$ cat src/rtl/lpf_trk_mc.sv
// Time-multiplexed carrier/code tracking loop filter. One saturating shift-gain
// datapath walks IDLE->RD->CALC->WB per sample; per-channel state sits in lane instances.

module lpf_trk_mc_ch #(
  parameter int AW = 64
) (
  input  logic          i_clk,
  input  logic          i_rst_n,
  input  logic          i_clr,
  input  logic          i_we,
  input  logic [AW-1:0] i_dll,
  input  logic [AW-1:0] i_a1,
  input  logic [AW-1:0] i_a2,
  output logic [AW-1:0] o_dll,
  output logic [AW-1:0] o_a1,
  output logic [AW-1:0] o_a2
);
  // Clear beats write-back so a clear racing an in-flight update leaves zero state.
  always_ff @(posedge i_clk or negedge i_rst_n) begin
    if (!i_rst_n) begin
      o_dll <= '0;
      o_a1  <= '0;
      o_a2  <= '0;
    end else if (i_clr) begin
      o_dll <= '0;
      o_a1  <= '0;
      o_a2  <= '0;
    end else if (i_we) begin
      o_dll <= i_dll;
      o_a1  <= i_a1;
      o_a2  <= i_a2;
    end
  end
endmodule

module lpf_trk_mc #(
  parameter int NCH = 4,
  parameter int DW  = 32,
  parameter int AW  = 64,
  parameter int FW  = 32,
  parameter int CW  = $clog2(NCH)
) (
  input  logic          rx_clk,
  input  logic          rx_rst_n,
  input  logic          rx_disc_valid,
  output logic          rx_disc_ready,
  input  logic [CW-1:0] rx_disc_ch,
  input  logic [DW-1:0] rx_pll_disc,
  input  logic [DW-1:0] rx_dll_disc,
  input  logic          rx_ch_clr,
  input  logic [CW-1:0] rx_clr_ch,
  input  logic          cfg_pll_order,
  input  logic [5:0]    cfg_pll_k0,
  input  logic [5:0]    cfg_pll_k1,
  input  logic [5:0]    cfg_pll_k2,
  input  logic [5:0]    cfg_dll_kp,
  input  logic [5:0]    cfg_dll_ki,
  output logic          tx_valid,
  output logic [CW-1:0] tx_ch,
  output logic [FW-1:0] tx_car_fcw,
  output logic [FW-1:0] tx_prn_fcw,
  output logic          tx_sat,
  output logic          rx_drop
);
  typedef enum logic [1:0] {S_IDLE, S_RD, S_CALC, S_WB} state_t;

  // Returns {clipped, sum}.
  function automatic logic [AW:0] sadd(input logic [AW-1:0] a, input logic [AW-1:0] b);
    logic [AW:0] s;
    s = {a[AW-1], a} + {b[AW-1], b};
    if (s[AW] != s[AW-1]) return {1'b1, s[AW], {(AW-1){~s[AW]}}};
    return {1'b0, s[AW-1:0]};
  endfunction

  function automatic logic [AW-1:0] sra(input logic [AW-1:0] x, input logic [5:0] k);
    if (int'(k) >= AW) return {AW{x[AW-1]}};
    return AW'($signed(x) >>> k);
  endfunction

  state_t r_st, w_st_nxt;
  logic [CW-1:0] r_ch;
  logic [AW-1:0] r_ep, r_ed;
  logic [AW-1:0] r_dll, r_a1, r_a2;
  logic [AW-1:0] r_nd, r_n1, r_n2, r_op, r_od;
  logic          r_sat, r_kill;
  logic          w_acc, w_clr_hit, w_we, w_sat;
  logic [AW:0]   w_sd, w_od, w_s2, w_t1, w_s1, w_op;
  logic [NCH-1:0][AW-1:0] w_dll, w_a1, w_a2;

  assign rx_disc_ready = (r_st == S_IDLE);
  assign rx_drop       = rx_disc_valid & ~rx_disc_ready;
  assign w_acc         = rx_disc_valid & rx_disc_ready;
  assign w_clr_hit     = rx_ch_clr && (rx_clr_ch == r_ch) && (r_st != S_IDLE);
  assign w_we          = (r_st == S_WB) && !r_kill && !w_clr_hit;

  for (genvar g = 0; g < NCH; g++) begin : g_ch
    lpf_trk_mc_ch #(.AW(AW)) u_ch (
      .i_clk  (rx_clk),
      .i_rst_n(rx_rst_n),
      .i_clr  (rx_ch_clr && (rx_clr_ch == CW'(g))),
      .i_we   (w_we && (r_ch == CW'(g))),
      .i_dll  (r_nd),
      .i_a1   (r_n1),
      .i_a2   (r_n2),
      .o_dll  (w_dll[g]),
      .o_a1   (w_a1[g]),
      .o_a2   (w_a2[g])
    );
  end

  always_ff @(posedge rx_clk or negedge rx_rst_n) begin
    if (!rx_rst_n) r_st <= S_IDLE;
    else           r_st <= w_st_nxt;
  end

  always_comb begin
    w_st_nxt = r_st;
    case (r_st)
      S_IDLE: if (w_acc) w_st_nxt = S_RD;
      S_RD:   w_st_nxt = S_CALC;
      S_CALC: w_st_nxt = S_WB;
      S_WB:   w_st_nxt = S_IDLE;
      default: w_st_nxt = S_IDLE;
    endcase
  end

  // Single-cycle CALC; the 3rd-order path sums a1 + a2' before the k1 term.
  always_comb begin
    w_sd = sadd(r_dll, sra(r_ed, cfg_dll_ki));
    w_od = sadd(w_sd[AW-1:0], sra(r_ed, cfg_dll_kp));
    if (cfg_pll_order) begin
      w_s2 = sadd(r_a2, sra(r_ep, cfg_pll_k2));
      w_t1 = sadd(r_a1, w_s2[AW-1:0]);
    end else begin
      w_s2 = {1'b0, r_a2};
      w_t1 = {1'b0, r_a1};
    end
    w_s1  = sadd(w_t1[AW-1:0], sra(r_ep, cfg_pll_k1));
    w_op  = sadd(w_s1[AW-1:0], sra(r_ep, cfg_pll_k0));
    w_sat = w_sd[AW] | w_od[AW] | w_s2[AW] | w_t1[AW] | w_s1[AW] | w_op[AW];
  end

  always_ff @(posedge rx_clk or negedge rx_rst_n) begin
    if (!rx_rst_n) begin
      r_ch <= '0; r_ep <= '0; r_ed <= '0; r_kill <= 1'b0;
      r_dll <= '0; r_a1 <= '0; r_a2 <= '0;
      r_nd <= '0; r_n1 <= '0; r_n2 <= '0; r_op <= '0; r_od <= '0; r_sat <= 1'b0;
    end else begin
      if (w_acc) begin
        r_ch   <= rx_disc_ch;
        r_ep   <= {rx_pll_disc, {(AW-DW){1'b0}}};
        r_ed   <= {rx_dll_disc, {(AW-DW){1'b0}}};
        r_kill <= 1'b0;
      end else if (w_clr_hit) begin
        r_kill <= 1'b1;
      end
      if (r_st == S_RD) begin
        r_dll <= w_dll[r_ch];
        r_a1  <= w_a1[r_ch];
        r_a2  <= w_a2[r_ch];
      end
      if (r_st == S_CALC) begin
        r_nd  <= w_sd[AW-1:0];
        r_n1  <= w_s1[AW-1:0];
        r_n2  <= w_s2[AW-1:0];
        r_od  <= w_od[AW-1:0];
        r_op  <= w_op[AW-1:0];
        r_sat <= w_sat;
      end
    end
  end

  always_ff @(posedge rx_clk or negedge rx_rst_n) begin
    if (!rx_rst_n) begin
      tx_valid <= 1'b0; tx_ch <= '0; tx_car_fcw <= '0; tx_prn_fcw <= '0; tx_sat <= 1'b0;
    end else begin
      tx_valid <= w_we;
      if (w_we) begin
        tx_ch      <= r_ch;
        tx_car_fcw <= r_op[AW-1:AW-FW];
        tx_prn_fcw <= r_od[AW-1:AW-FW];
        tx_sat     <= r_sat;
      end
    end
  end
endmodule

$ cat config.mk
export PLATFORM = sky130hd
export DESIGN_NAME = lpf_trk_mc
export DESIGN_NICKNAME = d
export VERILOG_FILES = /design/src/rtl/lpf_trk_mc.sv
export SDC_FILE = /design/constraint.sdc
export NUM_CORES = 2
export LEC_CHECK = 0
export BUFFER_PORTS_ARGS = -buffer_cell sky130_fd_sc_hd__buf_2
export CAP_MARGIN = 10
export CORE_MARGIN = 2
export CORE_UTILIZATION = 52
export CTS_CLUSTER_SIZE = 20
export DETAILED_ROUTE_END_ITERATION = 10
export PLACE_DENSITY = 0.72
export REMOVE_ABC_BUFFERS = 1
export SLEW_MARGIN = 15
export SYNTH_ARGS = -nofsm -noshare
export SYNTH_HDL_FRONTEND = slang
export SYNTH_SLANG_ARGS = --single-unit
export TNS_END_PERCENT = 50
$ cat constraint.sdc
create_clock -name rx_clk -period 24.8 [get_ports rx_clk]
set_input_delay 1.24 -clock rx_clk [delete_from_list [all_inputs] [get_ports rx_clk]]
set_output_delay 1.24 -clock rx_clk [all_outputs]
set_load 0.01 [all_outputs]
# [Yosys cells after proc, flatten, opt, wreduce, memory -nomap -nowiden]
# Cells that the tools add are included.
[word_totals] wordCells=154 out_inout_bits=70 in_bits=103 ff_bits=1418
[op_classes] muxes=57 shift=5 reduce_logical=23 add_sub_neg=6 order_cmp=1 eq_ne=17 bitwise_logic=14
[op_table] operator="$mux 64" count=27
[op_table] operator="$mux 65" count=15
[op_table] operator="$add 64x64->65" count=6
[op_table] operator="$bmux 64 s2" count=3
[op_table] operator="$sshr 64x6->64" count=5
[op_table] operator="$eq 2x2->1 const B" count=6
[op_table] operator="$logic_and 1x1->1" count=12
[op_table] operator="$reduce_bool 2->1" count=6
[op_table] operator="$mux 1" count=10
[op_table] operator="$pmux 2 s4" count=1
[op_table] operator="$not 1->1" count=7
[op_table] operator="$eq 2x1->1 const B" count=3
[op_table] operator="$logic_not 2->1" count=3
[op_table] operator="$ne 1x1->1" count=6
[op_table] operator="$or 1x1->1" count=5
[op_table] operator="$lt 2x3->1 const B" count=1
[op_table] operator="$and 1x1->1" count=2
[op_table] operator="$eq 2x2->1" count=1
[op_table] operator="$logic_not 1->1" count=2
[op_table] operator="$mux 2" count=1
[op_table] operator="$ne 2x1->1 const B" count=1

# [Depth between registers and ports, before layout]
[logic_depth] ltp_word=22 ltp_mapped=92 depth_no_buf=81

# [By module]
# A second synthesis with hierarchy kept.
[unflattened] cells_unflattened=9638 hier_area_um2=94599.5
[modules_own_cells] mod="lpf_trk_mc" cells_each=7162 seq_area_each_um2=14664.1 area_per_inst_um2=62753.9 n_inst=1
[modules_own_cells] mod="lpf_trk_mc_ch" cells_each=619 seq_area_each_um2=4804.6 area_per_inst_um2=7961.4 n_inst=4

# [Worst setup path after synthesis]
# No wires, ideal clock.
[synth_timing] path_type="input port to flip-flop" from="input cfg_pll_k2[1]" to="register r_op[43]" slack_ps=5577 t_required_ps=24734 cell_stages=86 setup_time_ps=66 arrival_ps=19157 cell_sequence="clkbuf_1 > buf_1 > buf_1 > mux4_2 > mux2_2 > o21ai_0 > mux2i_1 > a22o_1 > ha_1 > o21ai_0 > o211ai_1 > a221oi_1 > nor4_1 > o2111ai_1 > a21oi_1 > nor3_1 > o311ai_1 > a31oi_1 > [50 not listed] > nor4_1 > nor4_1 > nand2_1 > or4_1 > o22ai_2 > o211ai_4 > o21ai_2 > a211oi_2 > o41ai_2 > xor2_1 > ha_1 > inv_1 > or3_1 > clkbuf_1 > nor2_1 > buf_2 > a21oi_1 > nand2_1"
[synth_between] elab_chain_len=21 word_cells_on_any_way=29 cone_classes="add/sub (4); eq/ne (4); shift (1); mux (16); bitwise (4)"
[synth_rtl] item="from (decl)" line="55" rtl="input logic [5:0] cfg_pll_k2,"
[synth_rtl] item="$sshr 64x6->64 *" line="77" rtl="return AW'($signed(x) >>> k);"
[synth_rtl] item="$add 64x64->65 *" line="70" rtl="s = {a[AW-1], a} + {b[AW-1], b};"
[synth_rtl] item="$ne 1x1->1" line="71" rtl="if (s[AW] != s[AW-1]) return {1'b1, s[AW], {(AW-1){~s[AW]}}};"
[synth_rtl] item="$mux 1" line="71"
[synth_rtl] item="$mux 1" line="131" rtl="if (cfg_pll_order) begin"
[synth_rtl] item="$mux 65 *" line="72" rtl="return {1'b0, s[AW-1:0]};"
[synth_rtl] item="$mux 65 *" line="131"
[synth_rtl] item="$add 64x64->65 *" line="70"
[synth_rtl] item="[6 not listed]"
[synth_rtl] item="$ne 1x1->1 / $not 1->1 (equally long branches)" line="71"
[synth_rtl] item="$mux 1 / $mux 65 (equally long branches)" line="71"
[synth_rtl] item="$mux 65 *" line="72"
[synth_rtl] item="net w_s1[42]" line="87" rtl="logic [AW:0] w_sd, w_od, w_s2, w_t1, w_s1, w_op;"
[synth_rtl] item="$add 64x64->65 *" line="70"
[synth_rtl] item="$ne 1x1->1 / $not 1->1 (equally long branches)" line="71"
[synth_rtl] item="$mux 1 / $mux 65 (equally long branches)" line="71"
[synth_rtl] item="$mux 65 *" line="72"
[synth_rtl] item="to (signal assigned)" line="167" rtl="r_op <= w_op[AW-1:0];"
[synth_rtl] item="to (decl)" line="84" rtl="logic [AW-1:0] r_nd, r_n1, r_n2, r_op, r_od;"
# Mark *: on every way through the listed nets, which the timed path passes. The rest lies on a longest branch. The select of a mux whose other input is x is not followed.
# A chain may end at the register's enable or synchronous reset.

# [Worst setup path after layout]
[layout_timing] from="input cfg_pll_k2[1]" to="register r_op[59]"
# Same word-level chain as after synthesis.

==> impl_metrics.json <==
{
  "status": "complete, no violations",
  "synth_cells": 8873,
  "grt_max_degree": 170,
  "final_common_cell": "dfrtp_1",
  "drtIter0Drc": 9665,
  "die_area_um2": 174000,
  "grt_use_total_pct": 35.1,
  "clkTransAtPathRegs_ns": 0.06,
  "grt_setup_unrepaired": "no",
  "grt-ovfl-total": 0,
  "cts_sinks": 1354,
  "synth_top_family_by_area": "compound AO/OA/AOI/OAI gates",
  "critPathMaxStageDelay_ns": 0.66,
  "syn_to_final_growth_pct": 8.16,
  "layout.nets": 9122,
  "wl_per_cell_um": 28.5,
  "yosys.area_share.adder_pct": 5.67,
  "drv_slew": 0,
  "routed_wl_um": 312000,
  "crit_path_start_kind": "input pin",
  "coreArea_um2": 170000,
  "rrSetupSlack_ns": 2.01,
  "post-dp-hpwl_um": 224000,
  "synth_compound_area_share_pct": 24.6,
  "setup_tns_ns": 0,
  "clockRootBuffer": "clkbuf_16",
  "drive_gt1_share_pct": 15.8,
  "htree_num_levels": 4,
  "finish.instance_area_um2": 96300,
  "yosysUniqueCellTypes": 99,
  "dieHeight_um": 418,
  "post-cts-setup-buffer-count": 0,
  "synth-simple-area-share_pct": 9.17,
  "period_needed_ns": 23.26,
  "r2r_cells": 81,
  "io_buffer_count": 172,
  "synth_warnings": 0,
  "syn_area_um2": 89000,
  "critPathKind": "input pin to register",
  "final_cell_mix": "dfrtp_1, a22o_1, nand2_1",
  "max-slew-margin-rel_pct": 2.54,
  "grt_first_pass_wirelength_um": 467000,
  "place_area_um2": 91000,
  "worstPathRequired_ns": 25.56,
  "clock_path_buffers": 3,
  "final-hold-violation-count": 0,
  "cp_slowest_cell": "buf_2",
  "drt-pass1-iter-count": 6,
  "synthArstFlopShare_pct": 100,
  "max_freq_mhz": 43.0,
  "synth_area_leaders": "dfrtp_1, a22o_1, mux4_2",
  "r2r_start": "r_ep[59]$_DFFE_PN0P_",
  "avgSynthCellArea_um2": 10.0,
  "synth_edf_count": 0,
  "cp_max_fo": 62,
  "ys_ff_latch": 1354,
  "crit_arrival_ns": 24.02,
  "num_rows": 151,
  "multi_input_area_um2": 52000,
  "finClkSkew_ns": 0.0634,
  "synth.area.mux_share_pct": 16.2,
  "route.detailed.drc": 0,
  "worstMarginPinSlew_ns": 1.45,
  "regArea_um2": 33900,
  "whs_ns": 0.383,
  "post-route-util_pct": 56.7,
  "clock_latency_ns": 0.84,
  "setup_violations": 0,
  "start_util_pct": 52.5,
  "cts_tree": "built",
  "cap_viol_max_count": 0,
  "yosysTopAreaCell": "dfrtp_1",
  "via_count": 75400,
  "die_w_um": 418,
  "ys_seq_area_share_pct": 38.1,
  "synth_xor_xnor_area_share_pct": 2.63,
  "antenna_found_initial": 11,
  "period_share_pct": 93.8,
  "gp_congestion": 1.02,
  "grt_pass1_vias": 71300,
  "fillCellCount": 14500,
  "ant_nets": 0,
  "yosysTopAreaCellShare_pct": 38.1,
  "synth_ff_type": "dfrtp_1",
  "min_path_type": "input pin to async pin",
  "r2r-end": "r_op[59]$_DFFE_PN0P_",
  "endpoint_kind": "register",
  "pin_count": 173,
  "via_per_inst": 6.88,
  "cts-buffers-inserted": 149
}
## flip-flops by register name, summed over array words and instances (netlist names)
signal,flops
r_nd,64
r_dll,64
r_st,2
tx_ch,2
g_ch.u_ch.o_dll,256
r_od,32
r_op,32
tx_sat,1
r_n1,64
r_ep,32
g_ch.u_ch.o_a2,256
r_sat,1
tx_valid,1
g_ch.u_ch.o_a1,256
r_kill,1
r_ed,32
r_ch,2
r_n2,64
r_a2,64
r_a1,64
tx_car_fcw,32
tx_prn_fcw,32
## logic make-up (layout without fill, tap and decap cells)
logic type | count (synthesis) | count (layout)
flops | 1354 | 1354
compound gates | 3152 | 3152
buf+inv | 849 | 714
xor+xnor | 267 | 267
fa+ha+maj | 401 | 401
simple gates | 1816 | 1817
mux | 1034 | 1034
other cells | 0 | 3
## cells in the mapped netlist, types with 15 or more instances
cell type / number
or3_1: 15
o31ai_1: 45
buf_1: 107
nor4_1: 17
a22o_1: 789
a221oi_1: 19
o21ai_1: 16
o22ai_1: 30
o41ai_1: 16
o211ai_1: 64
nand4_1: 75
nand3_1: 91
o21bai_1: 65
xnor2_1: 158
nor2_1: 546
mux4_2: 274
a221o_1: 38
dfrtp_1: 1354
o221ai_1: 30
and3_1: 58
a211oi_1: 47
o21a_1: 147
buf_2: 15
nand2b_1: 55
o22a_1: 19
clkbuf_1: 546
and2_1: 33
a31oi_1: 82
a21o_1: 273
a21oi_1: 565
nand2_1: 693
inv_1: 157
xor2_1: 109
or2_2: 16
mux2_2: 510
nor2b_1: 84
nor3_1: 77
ha_1: 397
a21boi_0: 15
o21ai_0: 682
o2bb2ai_1: 44
mux2i_1: 249
## timing repair
action                     in CTS  in global routing
hold buffers                    0                  0
setup endpoints to repair       0                 11
gates resized for setup         0                  1
## layout make-up
| cell class | count | share of cell area (%) |
|---|---|---|
| inverters | 178 | 0.695 |
| diodes | 3 | 0.00780 |
| clock inverters | 70 | 1.12 |
| flip-flops and latches | 1354 | 35.2 |
| well taps | 2218 | 2.88 |
| clock buffers | 202 | 4.32 |
| multi-input cells | 6671 | 54.0 |
| repair buffers | 264 | 1.73 |
## through the flow
stage / setup slack, ns / cells
final: 1.54 / 11000
after global routing: 0.114 / 11000
after CTS: 1.78 / 11000
after detailed placement: 0.964 / 10700
after global placement: 1.29 / 10700
after floorplan: 0.992 / 8202
## routing by layer
metal / track usage, % / routed length [µm] / up-vias
li1: - / - / 33000
met5: 0 / 59 / -
met2: 49.1 / 130000 / 3873
met3: 7.73 / 32800 / 491
met1: 53.5 / 138000 / 38000
met4: 11.7 / 10800 / 8
## critical path: cells and delay by family
| family | cells | cell delay (ns) |
|---|---|---|
| AND/OR/NAND/NOR | 12 | 3.19 |
| adder cells (fa/ha/maj) | 8 | 3.23 |
| buffers and inverters | 10 | 2.97 |
| multiplexers | 2 | 0.57 |
| XOR/XNOR | 4 | 0.73 |
| AO/OA/AOI/OAI | 46 | 12.05 |
## worst max path at each step
stage / slack, ns / end / cells after the start / startpoint
2_1_floorplan: 0.99 / g_ch[1].u_ch.o_a1[0]$_DFFE_PN0P_ / 6 / r_ch[0]$_DFFE_PN0P_
6_report: 1.54 / r_op[59]$_DFFE_PN0P_ / 82 / cfg_pll_k2[1]
5_1_grt: 0.11 / r_op[59]$_DFFE_PN0P_ / 81 / cfg_pll_k2[1]
3_3_place_gp: 1.29 / r_op[59]$_DFFE_PN0P_ / 77 / cfg_pll_k2[1]
4_1_cts: 1.78 / r_op[59]$_DFFE_PN0P_ / 78 / cfg_pll_k2[1]
3_5_place_dp: 0.96 / r_op[59]$_DFFE_PN0P_ / 78 / cfg_pll_k2[1]
Power is left out: the tool's default activity adds up to more than one toggle a clock period on the data nets, which glitch-free logic cannot reach.
